`src/rtl/uart_rx_word_if.sv`:
```
// Memory-mapped load port between the SoC bus and the UART receive word register.
interface uart_rx_word_if;
    logic        re;
    logic [31:0] address;
    logic [31:0] dataOut;

    modport master (output re, output address, input dataOut);
    modport slave  (input re, input address, output dataOut);
endinterface

```
`src/rtl/uart_rx_word.sv`:
```
// 8N1 UART receiver that packs four bytes (LSB first) into a 32-bit word,
// read back through a memory-mapped load port; framing/overrun flags are sticky.
module uart_rx_word #(
    parameter int          CLKS_PER_BIT = 87,
    parameter logic [31:0] RX_ADDR      = 32'hFFFF_FFFF
) (
    input  logic            clk,
    input  logic            rst_n,
    input  logic            serial,
    uart_rx_word_if.slave   bus,
    output logic            o_Rx_Valid,
    output logic            o_Rx_Byte_Done,
    output logic            o_Frame_Err,
    output logic            o_Overrun
);
    localparam int            CW   = $clog2(CLKS_PER_BIT);
    localparam logic [CW-1:0] HALF = CW'((CLKS_PER_BIT - 1) / 2);
    localparam logic [CW-1:0] LAST = CW'(CLKS_PER_BIT - 1);

    typedef enum logic [2:0] {IDLE, START, DATA, STOP, CLEANUP} state_t;

    state_t        state_reg;
    logic [CW-1:0] cnt_reg;
    logic [2:0]    idx_reg;
    logic [1:0]    k_reg;
    logic [7:0]    byte_sr;
    // Top byte of a word is never buffered: it goes straight into hold.
    logic [23:0]   word_sr;
    logic [31:0]   hold_reg;
    logic          sync1_reg;
    logic          rx_s;

    logic bit_tick;
    logic read_hit;
    logic stop_good;
    logic stop_bad;
    logic word_done;

    always_ff @(posedge clk or negedge rst_n) begin
        if (!rst_n) begin
            sync1_reg <= 1'b1;
            rx_s      <= 1'b1;
        end else begin
            sync1_reg <= serial;
            rx_s      <= sync1_reg;
        end
    end

    always_comb begin
        bit_tick  = (cnt_reg == LAST);
        read_hit  = bus.re && (bus.address == RX_ADDR);
        stop_good = (state_reg == STOP) && bit_tick && rx_s;
        stop_bad  = (state_reg == STOP) && bit_tick && !rx_s;
        word_done = stop_good && (k_reg == 2'd3);
    end

    always_ff @(posedge clk or negedge rst_n) begin
        if (!rst_n) begin
            state_reg      <= IDLE;
            cnt_reg        <= '0;
            idx_reg        <= '0;
            k_reg          <= '0;
            byte_sr        <= '0;
            word_sr        <= '0;
            hold_reg       <= '0;
            bus.dataOut    <= '0;
            o_Rx_Valid     <= 1'b0;
            o_Rx_Byte_Done <= 1'b0;
            o_Frame_Err    <= 1'b0;
            o_Overrun      <= 1'b0;
        end else begin
            o_Rx_Byte_Done <= 1'b0;
            case (state_reg)
                IDLE: begin
                    cnt_reg <= '0;
                    idx_reg <= '0;
                    if (!rx_s) state_reg <= START;
                end
                START: begin
                    if (cnt_reg == HALF) begin
                        cnt_reg   <= '0;
                        state_reg <= rx_s ? IDLE : DATA;
                    end else begin
                        cnt_reg <= cnt_reg + 1'b1;
                    end
                end
                DATA: begin
                    if (bit_tick) begin
                        cnt_reg          <= '0;
                        byte_sr[idx_reg] <= rx_s;
                        idx_reg          <= idx_reg + 3'd1;
                        if (idx_reg == 3'd7) state_reg <= STOP;
                    end else begin
                        cnt_reg <= cnt_reg + 1'b1;
                    end
                end
                STOP: begin
                    if (bit_tick) begin
                        cnt_reg   <= '0;
                        state_reg <= CLEANUP;
                        if (rx_s) begin
                            o_Rx_Byte_Done <= 1'b1;
                            if (k_reg != 2'd3) word_sr[{k_reg, 3'b000} +: 8] <= byte_sr;
                            k_reg <= k_reg + 2'd1;
                        end else begin
                            k_reg <= '0;
                        end
                    end else begin
                        cnt_reg <= cnt_reg + 1'b1;
                    end
                end
                CLEANUP: state_reg <= IDLE;
                default: state_reg <= IDLE;
            endcase

            // A read returns the pre-update hold even when a word lands in the same cycle.
            if (read_hit) bus.dataOut <= hold_reg;

            if (word_done && (!o_Rx_Valid || read_hit)) begin
                hold_reg   <= {byte_sr, word_sr};
                o_Rx_Valid <= 1'b1;
            end else if (read_hit) begin
                o_Rx_Valid <= 1'b0;
            end

            if (word_done && o_Rx_Valid && !read_hit) o_Overrun <= 1'b1;
            else if (read_hit)                         o_Overrun <= 1'b0;

            if (stop_bad)      o_Frame_Err <= 1'b1;
            else if (read_hit) o_Frame_Err <= 1'b0;
        end
    end
endmodule
```
`src/flat_wrapper.sv`:
```
// flat-port wrapper written by rule: the top's interface ports become plain ports
module uart_rx_word_flat 
#(
    parameter int          CLKS_PER_BIT = 87,
    parameter logic [31:0] RX_ADDR      = 32'hFFFF_FFFF
)
  (clk, rst_n, serial, o_Rx_Valid, o_Rx_Byte_Done, o_Frame_Err, o_Overrun, bus_re, bus_address, bus_dataOut);
  uart_rx_word_if bus_i ();
  input  logic clk;
  input  logic rst_n;
  input  logic serial;
  output logic o_Rx_Valid;
  output logic o_Rx_Byte_Done;
  output logic o_Frame_Err;
  output logic o_Overrun;
  input wire logic [$bits(bus_i.re)-1:0] bus_re;
  input wire logic [$bits(bus_i.address)-1:0] bus_address;
  output wire logic [$bits(bus_i.dataOut)-1:0] bus_dataOut;
  assign bus_i.re = bus_re;
  assign bus_i.address = bus_address;
  assign bus_dataOut = bus_i.dataOut;
  uart_rx_word #(.CLKS_PER_BIT(CLKS_PER_BIT), .RX_ADDR(RX_ADDR)) u_core (.clk(clk), .rst_n(rst_n), .serial(serial), .bus(bus_i), .o_Rx_Valid(o_Rx_Valid), .o_Rx_Byte_Done(o_Rx_Byte_Done), .o_Frame_Err(o_Frame_Err), .o_Overrun(o_Overrun));
endmodule
```
`config.mk`:
```
export PLATFORM = sky130hd
export DESIGN_NAME = uart_rx_word_flat
export DESIGN_NICKNAME = d
export VERILOG_FILES = /design/src/rtl/uart_rx_word_if.sv /design/src/rtl/uart_rx_word.sv /design/src/flat_wrapper.sv
export SDC_FILE = /design/constraint.sdc
export NUM_CORES = 1
export LEC_CHECK = 0
export BUFFER_PORTS_ARGS = -buffer_cell sky130_fd_sc_hd__buf_2
export CORE_ASPECT_RATIO = 0.5
export CORE_MARGIN = 2
export CORE_UTILIZATION = 30
export DETAILED_ROUTE_END_ITERATION = 10
export PLACE_DENSITY = 0.54
export SYNTH_ARGS = -nofsm -noshare
export SYNTH_HDL_FRONTEND = slang
export SYNTH_SLANG_ARGS = --single-unit
```
`constraint.sdc`:
```
create_clock -name clk -period 3.1 [get_ports clk]
set_clock_uncertainty 0.15 [all_clocks]
set_input_delay 0.155 -clock clk [delete_from_list [all_inputs] [get_ports clk]]
set_output_delay 0.155 -clock clk [all_outputs]
set_load 0.02 [all_outputs]
```
==> flow_metrics.tcl <==
set metrics [dict create \
    status "finished clean" \
    dieArea_um2 17680 \
    cts-root-buf "clkbuf_16" \
    firstDrtPassIters 4 \
    dpl.cell_count 692 \
    syn_avg_cell_area_um2 12.46 \
    hold_class "in2async" \
    drc_errors 0 \
    track_usage_pct 12.03 \
    wl_met3_um 445 \
    synth_cells 399 \
    grt_max_degree 50 \
    cts_setup_buffers 0 \
    nets 531 \
    p_per_area_nw_per_um2 563.1 \
    reg2reg_from "u_core.cnt_reg[0]" \
    cpPeakStageDelay_ns 0.43 \
    r2r_slack_ns 0.65 \
    cpMaxStageDelayCell "nor4_4" \
    overflow 0 \
    cp.required_ns 3.23 \
    clkLatencyLatePin_ns 0.41 \
    ys.flop_type "dfrtp_1" \
    met1_length_um 5031 \
    ys_seq_elements 117 \
    rsz0062_at_grt "no" \
    final_cells 725 \
    grt_pass1_vias 3253 \
    peakVddDrop_v 0.0003115 \
    ys_types 44 \
    die_y_um 95.04 \
    ys_seq_area_share_pct 58.93 \
    start_util_pct 30.49 \
    topRoutingLayerUsed "met4" \
    period_needed_ns 2.445 \
    drive_gt1_share_pct 37.55 \
    synth_edf_count 0 \
    port_buffers 71 \
    via_per_inst 4.499 \
    tightestPinTransition_ns 0.6702 \
    area_growth_pct 25.09 \
    wire_per_inst_um 13.35 \
    netlist_area_um2 4972 \
    fin_crit_sh_pct 78.89 \
    setup_tns_ns 0 \
    insertedDiodeCount 0 \
    cts_buffer_depth 2 \
    cp-endpoint "u_core.hold_reg[30]" \
    clk_pin_slew_worst_paths_ns 0.05 \
    crit_chain "inv_1 > ha_1 > nand4b_4 > nor4_4 > nand3_2 > a21oi_4 > buf_12 > mux2_2" \
    final_core_util_pct 38.14 \
    htree_levels 4 \
    core_um2 16310 \
    rr_endpoint "u_core.hold_reg[30]" \
    grt_pass1_wl_um 16420 \
    route.met2.wl_um 4140 \
    antenna_found_initial 0 \
    slew_violations 0 \
    cts_tree "yes" \
    max_freq_mhz 408.9 \
    die_x_um 186.1 \
    drt_iter0_markers 154 \
    synth_nets 444 \
    slew_headroom_pct 54.98 \
    drt_wl_total_um 9676 \
    crit_path_start_kind "register" \
    worstSetupPathType "reg2reg" \
    startpoint "u_core.cnt_reg[0]" \
    post-place-ws_ns 0.6785 \
    critPathMaxFanout 32 \
    async_reset_ff_share_pct 100.0 \
    dpl.hpwl_um 6506 \
    endpoint_kind "register" \
    hold_viol 0 \
    yosysWarnings 0 \
    setup_ws_ns 0.6545 \
    max_cap_violations 0 \
    p_leak_nw 3.070 \
    arrival_ns 2.58 \
    place_congestion 0.7849 \
    setup_viol 0 \
    reg2reg_depth 8 \
    drtAntennaViolNets 0 \
    num_io_pins 72 \
    rows 33 \
    vias 3262 \
    cts_sinks 117 \
    cts_buffers 17 \
]
-- stage by stage --
step	hold slack, ns	power, mW	instance area, um^2
final	0.1600	3.503	6220
after global routing	0.2135	3.636	6220
after CTS	0.1751	3.548	6220
after detailed placement	0.07310	1.665	5633
after global placement	0.07886	1.664	5633
after floorplan	-0.2906	1.596	4972
-- area by class of cell --
cell class	count	area, um^2
clock buffer	21	460.4
timing repair buffer	81	462.9
sequential	117	2930
clock inverter	10	106.4
multi-input combinational	256	1927
inverter	13	48.80
fill	1575	10090
tap	227	284.0
-- cell families after synthesis --
logic type      synth area share, %
buf+inv                       2.416
flops                         58.93
simple gates                  13.81
mux                           16.51
fa+ha+maj                     2.265
xor+xnor                     0.7047
compound gates                5.360
-- metal layers --
layer | up-vias | GRT usage [%]
met5 | - | 0
met4 | 0 | 5.512
met3 | 4 | 3.820
met2 | 52 | 17.29
met1 | 1597 | 16.57
li1 | 1609 | -
-- placed cells by master (no fill, tap or decap), types with 2 or more instances in the layout --
master,count
clkbuf_16,17
nand3_1,17
nand2b_1,2
xor2_1,2
nor2_1,13
dfrtp_1,115
nor3b_1,4
nand4_1,14
a21oi_1,2
dlygate4sd3_1,2
buf_2,70
mux2_1,5
xnor2_1,2
nor2b_1,2
nor3_1,8
buf_12,2
bufinv_16,2
buf_4,7
nand2_1,47
or2_2,2
a22o_1,6
a21o_1,2
inv_1,13
dfstp_2,2
o21ai_0,26
clkinv_2,6
clkbuf_1,2
ha_1,9
nand3b_1,2
mux2_2,67
nor4_1,4
nand3_2,2
clkbuf_8,2
-- power breakdown --
group	leakage, nW	switching, mW	internal (mW)
sequential	1.62	0.0113	1.54
combinational	1.17	0.0576	0.0329
clock	0.282	0.653	1.21
-- cells in the mapped netlist, types with 2 or more instances --
cell      number  area [um^2]
a21oi_1        2        10.01
inv_1         13        48.80
mux2_2        67        754.5
nor3_1         8        40.04
or2_2          2        12.51
dfstp_2        2        52.55
nand3_1       18        90.09
nand2_1       47        176.4
nor3b_1        4        30.03
nand2b_1       2        12.51
clkbuf_1      10        37.54
ha_1           9        112.6
xnor2_1        2        17.52
buf_6          3        33.78
a21o_1         2        15.01
nor2b_1        2        12.51
nand4_1       14        87.58
nor2_1        13        48.80
o21ai_0       26        130.1
a22o_1         6        52.55
xor2_1         2        17.52
dfrtp_1      115         2878
nand3b_1       2        15.01
mux2_1         5        56.30
nor4_1         4        25.02
-- worst min-delay path by stage --
stage                            end
2_1_floorplan  u_core.bus.dataOut[0]
3_3_place_gp       u_core.cnt_reg[2]
3_5_place_dp     u_core.state_reg[1]
4_1_cts          u_core.state_reg[1]
5_1_grt                  u_core.rx_s
6_report           u_core.cnt_reg[0]
-- critical path, delay by kind of cell, from the launching register on --
family          cells  cell delay (ns)
mux                 1             0.35
fa+ha+maj           1             0.18
simple gates        3             0.75
buf+inv             2             0.28
compound gates      1             0.16
flops               1             0.41
-- repair_timing --
| action | in CTS | in global routing |
|---|---|---|
| hold buffers | 2 | 0 |
| endpoints found under the hold margin | 48 | 0 |
| resized for setup | 0 | 0 |
(Power assumes the default switching activity.)
